<file path="config.mk">
export PLATFORM = sky130hd
export DESIGN_NAME = regfile_mp
export DESIGN_NICKNAME = d
export VERILOG_FILES = /design/src/rtl/regfile_pkg.sv /design/src/rtl/regfile_mp_scoreboard.sv /design/src/rtl/regfile_mp.sv
export SDC_FILE = /design/constraint.sdc
export NUM_CORES = 2
export LEC_CHECK = 0
export CAP_MARGIN = 20
export CORE_MARGIN = 5
export CORE_UTILIZATION = 67
export CTS_CLUSTER_SIZE = 30
export DETAILED_ROUTE_END_ITERATION = 7
export HOLD_SLACK_MARGIN = 0.1
export PLACE_DENSITY = 0.85
export SKIP_LAST_GASP = 1
export SYNTH_ARGS = -nofsm -noshare
export SYNTH_HDL_FRONTEND = slang
export SYNTH_SLANG_ARGS = --single-unit
</file>
<file path="constraint.sdc">
create_clock -name clk -period 7.3 [get_ports clk]
set_clock_uncertainty 0.2 [all_clocks]
set_input_delay 1.46 -clock clk [delete_from_list [all_inputs] [get_ports clk]]
set_output_delay 1.46 -clock clk [all_outputs]
set_load 0.01 [all_outputs]
</file>
<file path="src/rtl/regfile_pkg.sv">
// Shared constants and helpers for the regfile_mp register file.
//   ERR_WR_ZERO / ERR_WB_NOT_BUSY : bit positions inside err_code
//   DEF_DATA_W / DEF_ADDR_W       : default datapath geometry
//   port_addr()                   : pulls read port i's address out of the packed bus
package regfile_pkg;

  localparam int ERR_WR_ZERO     = 0;
  localparam int ERR_WB_NOT_BUSY = 1;

  localparam int DEF_DATA_W = 32;
  localparam int DEF_ADDR_W = 5;

  // Widest address bus the helper handles (4 ports x 8-bit addresses).
  localparam int MAX_RD = 4;
  localparam int MAX_AW = 8;
  localparam int BUS_W  = MAX_RD * MAX_AW;

  // Port i occupies bits [i*aw +: aw]; upper result bits are zero.
  function automatic logic [MAX_AW-1:0] port_addr(input logic [BUS_W-1:0] bus,
                                                  input int i, input int aw);
    logic [BUS_W-1:0]  sh;
    logic [MAX_AW-1:0] r;
    sh = bus >> (i * aw);
    for (int b = 0; b < MAX_AW; b++) r[b] = (b < aw) ? sh[b] : 1'b0;
    return r;
  endfunction

endpackage

</file>
<file path="src/rtl/regfile_mp_scoreboard.sv">
// rf_scoreboard: per-register busy bits for in-flight producers.
//   issue (iss_valid/iss_addr) sets busy, writeback (wr_en/wr_addr) clears it;
//   a same-cycle write+issue to one register leaves it busy (new producer).
//   Outputs: rd_busy per read port, iss_stall on WAW, wb_not_busy flags a
//   writeback that found its destination idle (feeds the error logic).
module rf_scoreboard import regfile_pkg::*; #(
  parameter int ADDR_W = DEF_ADDR_W,
  parameter int NUM_RD = 2,
  parameter bit BYPASS = 1'b1
) (
  input  logic                     clk,
  input  logic                     reset,
  input  logic                     en,
  input  logic [NUM_RD*ADDR_W-1:0] rd_addr,
  output logic [NUM_RD-1:0]        rd_busy,
  input  logic                     wr_en,
  input  logic [ADDR_W-1:0]        wr_addr,
  input  logic                     iss_valid,
  input  logic [ADDR_W-1:0]        iss_addr,
  output logic                     iss_stall,
  output logic                     wb_not_busy
);
  localparam int DEPTH = 2**ADDR_W;

  logic [DEPTH-1:0] busy_q, busy_d;
  logic             wr_ok, iss_req, iss_ok, wr_hits_iss;
  logic [BUS_W-1:0] addr_bus;

  assign wr_ok       = en & wr_en & (wr_addr != '0);
  assign iss_req     = en & iss_valid & (iss_addr != '0);
  assign wr_hits_iss = wr_ok & (wr_addr == iss_addr);
  // A writeback retiring the old producer frees the slot for this issue.
  assign iss_ok      = iss_req & (~busy_q[iss_addr] | wr_hits_iss);
  assign iss_stall   = iss_req & ~iss_ok;
  assign wb_not_busy = wr_ok & ~busy_q[wr_addr] & ~(iss_req & wr_hits_iss);

  always_comb begin
    busy_d = busy_q;
    if (wr_ok)  busy_d[wr_addr]  = 1'b0;
    if (iss_ok) busy_d[iss_addr] = 1'b1;  // issue wins over same-cycle clear
  end

  always_ff @(posedge clk or negedge reset)
    if (!reset) busy_q <= '0;
    else        busy_q <= busy_d;

  assign addr_bus = BUS_W'(rd_addr);

  for (genvar i = 0; i < NUM_RD; i++) begin : g_lk
    logic [ADDR_W-1:0] a;
    assign a = ADDR_W'(port_addr(addr_bus, i, ADDR_W));
    assign rd_busy[i] = (a != '0) & busy_q[a] &
                        ~(BYPASS & en & wr_en & (wr_addr == a));
  end

endmodule

</file>
<file path="src/rtl/regfile_mp.sv">
// regfile_mp: NUM_RD-read / 1-write register file, r0 reads zero.
//   rd_addr/rd_data/rd_busy : combinational read ports (optional write bypass)
//   wr_en/wr_addr/wr_data   : writeback port
//   iss_valid/iss_addr      : issue marks destination busy; iss_stall on WAW
//   err_clr/err/err_code    : sticky error causes (r0 write, idle writeback)
//   en low freezes all state and disables bypass and stall.
module regfile_mp import regfile_pkg::*; #(
  parameter int DATA_W = DEF_DATA_W,
  parameter int ADDR_W = DEF_ADDR_W,
  parameter int NUM_RD = 2,
  parameter bit BYPASS = 1'b1
) (
  input  logic                     clk,
  input  logic                     reset,
  input  logic                     en,
  input  logic [NUM_RD*ADDR_W-1:0] rd_addr,
  output logic [NUM_RD*DATA_W-1:0] rd_data,
  output logic [NUM_RD-1:0]        rd_busy,
  input  logic                     wr_en,
  input  logic [ADDR_W-1:0]        wr_addr,
  input  logic [DATA_W-1:0]        wr_data,
  input  logic                     iss_valid,
  input  logic [ADDR_W-1:0]        iss_addr,
  output logic                     iss_stall,
  input  logic                     err_clr,
  output logic                     err,
  output logic [1:0]               err_code
);
  localparam int DEPTH = 2**ADDR_W;

  logic [DATA_W-1:0] mem_q [DEPTH];
  logic [1:0]        err_code_q, err_code_d, new_err;
  logic              wr_ok, wb_not_busy;
  logic [BUS_W-1:0]  addr_bus;

  rf_scoreboard #(.ADDR_W(ADDR_W), .NUM_RD(NUM_RD), .BYPASS(BYPASS)) u_sb (
    .clk(clk), .reset(reset), .en(en), .rd_addr(rd_addr), .rd_busy(rd_busy),
    .wr_en(wr_en), .wr_addr(wr_addr), .iss_valid(iss_valid), .iss_addr(iss_addr),
    .iss_stall(iss_stall), .wb_not_busy(wb_not_busy)
  );

  assign wr_ok = en & wr_en & (wr_addr != '0);

  always_ff @(posedge clk or negedge reset)
    if (!reset) for (int k = 0; k < DEPTH; k++) mem_q[k] <= '0;
    else if (wr_ok) mem_q[wr_addr] <= wr_data;

  assign addr_bus = BUS_W'(rd_addr);

  for (genvar i = 0; i < NUM_RD; i++) begin : g_rd
    logic [ADDR_W-1:0] a;
    assign a = ADDR_W'(port_addr(addr_bus, i, ADDR_W));
    assign rd_data[i*DATA_W +: DATA_W] =
      (a == '0)                                      ? '0      :
      (BYPASS && en && wr_en && (wr_addr == a))      ? wr_data :
                                                       mem_q[a];
  end

  always_comb begin
    new_err                  = '0;
    new_err[ERR_WR_ZERO]     = en & wr_en & (wr_addr == '0);
    new_err[ERR_WB_NOT_BUSY] = wb_not_busy;
    err_code_d               = err_code_q;
    // Clear drops old causes but keeps anything raised this cycle.
    if (en) err_code_d = err_clr ? new_err : (err_code_q | new_err);
  end

  always_ff @(posedge clk or negedge reset)
    if (!reset) err_code_q <= '0;
    else        err_code_q <= err_code_d;

  assign err_code = err_code_q;
  assign err      = |err_code_q;

endmodule

</file>
==> run summary <==
Of the post-synthesis cell area, the dominant cell type holds 0.462. The kind of critical path is in2out. For this run, the leading register cell type out of synthesis is sky130_fd_sc_hd__dfrtp_1. The final HPWL from detailed placement is around 110,000 um. Once placement completed, the tool counted placed cells totaling ~5,000. The number of global-route vias before repair came out at roughly 42,000. Of the synthesized area, sequential elements account for 0.462. After detailed routing, the total wire length is between 150,000 and 200,000 um. The first global-routing pass estimated about 270,000 um of wire.

Using the TritonRoute via totals, the vias-per-cell ratio works out to 7.73. After synthesis, the cell types taking the most area are sky130_fd_sc_hd__dfrtp_1, sky130_fd_sc_hd__mux2_2, sky130_fd_sc_hd__mux4_2. The effective utilization at floorplan came out at 0.675.

The largest vdd supply drop came out at between 0.2 and 0.25 mV. The max-slew violation total from the final report was 0. The number of antenna-violating nets in the routed design is 0. In the global route stage, met2 resource usage came out at 0.600. The final routed wire length divided by cell count is approximately 35 um. The maximum clock insertion buffer count came out at 3. The post-synthesis cell type count is 60.

The cell repeated most along the worst path is sky130_fd_sc_hd__clkdlybuf4s50_1. The routed via count is roughly 40,000. The leakage power came out at approximately 28 nW. The mapped netlist covers ~57,000 um2. The worst hold path belongs to the class reg2reg. Max-cap violations in this run came to 0. The count of cells in the finished layout, fillers not included, comes to roughly 5,200.

The placement-stage worst setup slack is between 800 and 900 ps. STA classifies the critical path endpoint as a primary output. The largest fanout on the critical path came out at 12. The ratio of final minimum period to clock period came out at 0.921. The post-synthesis sequential element count came out at 1,058. The total negative setup slack is 0 ps. The core outline area came out at between 80,000 and 90,000 um2. Setup repair after global routing left no endpoint under its margin.

The number of nets handed over by synthesis was 4,073. The number of instances in the synthesized netlist is between 4,000 and 5,000. Port buffering added 127 buffers.

Across every metal layer, demand over resource in global routing totals 0.402. The final number of hold-violating endpoints is 0. In the post-synthesis netlist, the cell with the most instances is sky130_fd_sc_hd__dfrtp_1. Post-CTS repair changed the size of 0 cells.

The total overflow reported by the global router came out at 0. The flow ran to the end, and the final reports show no timing, DRC or antenna violations. Counting the buffers created by CTS gives between 100 and 150. Subtracting the final worst setup slack from the clock period gives approximately 6700 ps. Routability-driven placement finished with a final weighted congestion of 0.942.

The number of antenna violations at the first check in global routing came out at 10. Relative to the synthesized area, the layout overhead comes to 10.6%. The number of search-and-repair iterations in the first detailed-routing pass came out at 8. The share of final-layout standard cells stronger than drive strength 1 came out at 0.457. The worst setup path is launched from a primary input. The fmax is between 100 and 150 MHz. The tree is rooted in a sky130_fd_sc_hd__clkbuf_16. The sink count of the clock tree came out at 1,058. Hold repair after CTS inserted 0 buffers.

For the pin with the worst max-slew slack, the measured transition is 1210 ps. Counting flops with an async set or reset pin after synthesis yields a share of 1.00. The number of buffers and inverters on the critical path is 2.

The largest net degree at the start of global routing is ~190. The critical path's largest stage delay is between 900 and 1000 ps. The critical path data required time came out at roughly 5600 ps.

The headroom to the max-slew limit came out at 0.190. The violation count after the first detailed-route iteration is between 5,000 and 6,000. The cell with the largest stage delay on the worst path is sky130_fd_sc_hd__nor3_1. The area enclosed by the die boundary is 91,500 um2. The number of top-level design ports came out at roughly 130. The clock reaches the later pin of the worst-skew pair after roughly 690 ps. The overall die height came out at a little over 300 um. In this run the power density over the cells is around 250 nW/um2.

met2 is the most crowded layer. The post-route DRC violation count came out at 0. The mean post-synth cell area came out at 14.3 um2. The CTS H-tree depth came out at 3. The TritonCTS clock tree is done. After synthesis, the most frequently instantiated cells are sky130_fd_sc_hd__dfrtp_1, sky130_fd_sc_hd__mux2_2, sky130_fd_sc_hd__mux4_2. The slack of the critical path is a little under 600 ps.

Buffers added to address setup during post-CTS repair amount to 0. On the critical path the largest part of the delay comes from simple AND/OR/NAND/NOR gates. Of all cell types, the one taking the most synthesized area is sky130_fd_sc_hd__dfrtp_1. Data on the critical path arrives at its endpoint at 5060 ps. The number of nets in the final layout came out at ~4,000. Yosys printed 0 warnings.

Yosys mapped a number of flops with a built-in enable equal to 0. The met1 demand-to-capacity share in global routing came out at 0.505. The critical path goes through clkdlybuf4s50_1 > xor2_1 > nor4_2 > and3_1 > nor3_1 > a221o_1 > clkdlybuf4s50_1. The met3 track demand over resource is 0.132. Measured along the x axis, the die boundary spans roughly 300 um. The setup violation total in the final timing report is 0. The clock slew at the register clock pins of the worst setup and hold paths is about 60 ps.

The number of placement rows came out at between 100 and 150.
-- worst paths after layout --
kind	start	depth (start not counted)	to	slack [ps]
setup / recovery	wr_addr[0]	7	rd_data[56]	580
hold / removal	mem_q[1002]$_DFFE_PN0P_	0	mem_q[1002]$_DFFE_PN0P_	200
setup reg to reg	u_sb.busy_q[4]$_DFF_PN0_	5	u_sb.busy_q[26]$_DFF_PN0_	5050
hold reg to reg	mem_q[1002]$_DFFE_PN0P_	0	mem_q[1002]$_DFFE_PN0P_	200
max in group asynchronous	reset	2	mem_q[83]$_DFFE_PN0P_	4590
min in group asynchronous	reset	1	mem_q[610]$_DFFE_PN0P_	670
-- cells in the final DEF (no fill, tap or decap), types with 61 or more instances in the layout --
cell                              instances
sky130_fd_sc_hd__clkbuf_16              114
sky130_fd_sc_hd__clkdlybuf4s50_1        117
sky130_fd_sc_hd__a22oi_1                 99
sky130_fd_sc_hd__mux4_2                 437
sky130_fd_sc_hd__nand2_1                 70
sky130_fd_sc_hd__mux2_2                1008
sky130_fd_sc_hd__buf_4                  117
sky130_fd_sc_hd__a32o_1                  61
sky130_fd_sc_hd__dfrtp_1               1058
sky130_fd_sc_hd__o22ai_1                 72
sky130_fd_sc_hd__mux2i_1                219
-- cell type report --
type                       instances  area, um2
clock inverter                    40        409
clock buffer                     156       3190
tap                             1144       1430
sequential                      1058      26500
multi-input combinational       2470      28800
inverter                          26       97.6
antenna                           11       27.5
timing repair buffer             281       2990
fill                            5027      21600
-- report_power, final --
group	switching, W	internal (W)	leakage (nW)	total, W
clock	0.00242	0.00324	1.77	0.00566
combinational	0.00128	0.00157	12.1	0.00285
sequential	0.000622	0.00664	14.1	0.00726
-- worst reg2reg max path, cell delays in order, from the launching register on --
cell,delay (ps)
sky130_fd_sc_hd__dfrtp_1,460
sky130_fd_sc_hd__mux2i_1,180
sky130_fd_sc_hd__o22ai_1,110
sky130_fd_sc_hd__nor4_1,540
sky130_fd_sc_hd__o21ai_1,390
sky130_fd_sc_hd__o22ai_1,280
-- cells by family (layout without fill, tap and decap cells) --
family | after synthesis | in the layout | synth area share
buffers and inverters | 487 | 503 | 0.0403
and+or+nand+nor | 353 | 353 | 0.0311
AOI/OAI and AO/OA | 438 | 438 | 0.0569
other | 0 | 11 | 0
DFF | 1058 | 1058 | 0.462
xor gates and xnor gates | 15 | 15 | 0.00229
muxes | 1664 | 1664 | 0.408
-- layer usage --
layer | share of wire | routed length (um)
met1 | 0.34 | 62000
met2 | 0.45 | 82300
met3 | 0.13 | 23100
met4 | 0.084 | 15300
met5 | 0.00022 | 41
-- state kept, by name (all words and copies together) (netlist names) --
name and count:
u_sb.busy_q 32, mem_q 1024, err_code 2
-- through the flow --
step / hold slack (ps) / power, W / utilization / cell area, um2
2_1_floorplan: 241 / 0.00911 / - / 57300
4_1_cts: 199 / 0.0157 / 0.742 / 63100
3_3_place_gp: 177 / 0.00992 / 0.699 / 59400
6_report: 197 / 0.0158 / 0.746 / 63400
5_1_grt: 211 / 0.0163 / 0.746 / 63400
3_5_place_dp: 184 / 0.0101 / 0.700 / 59500
Power figures use the tool's default switching activity.
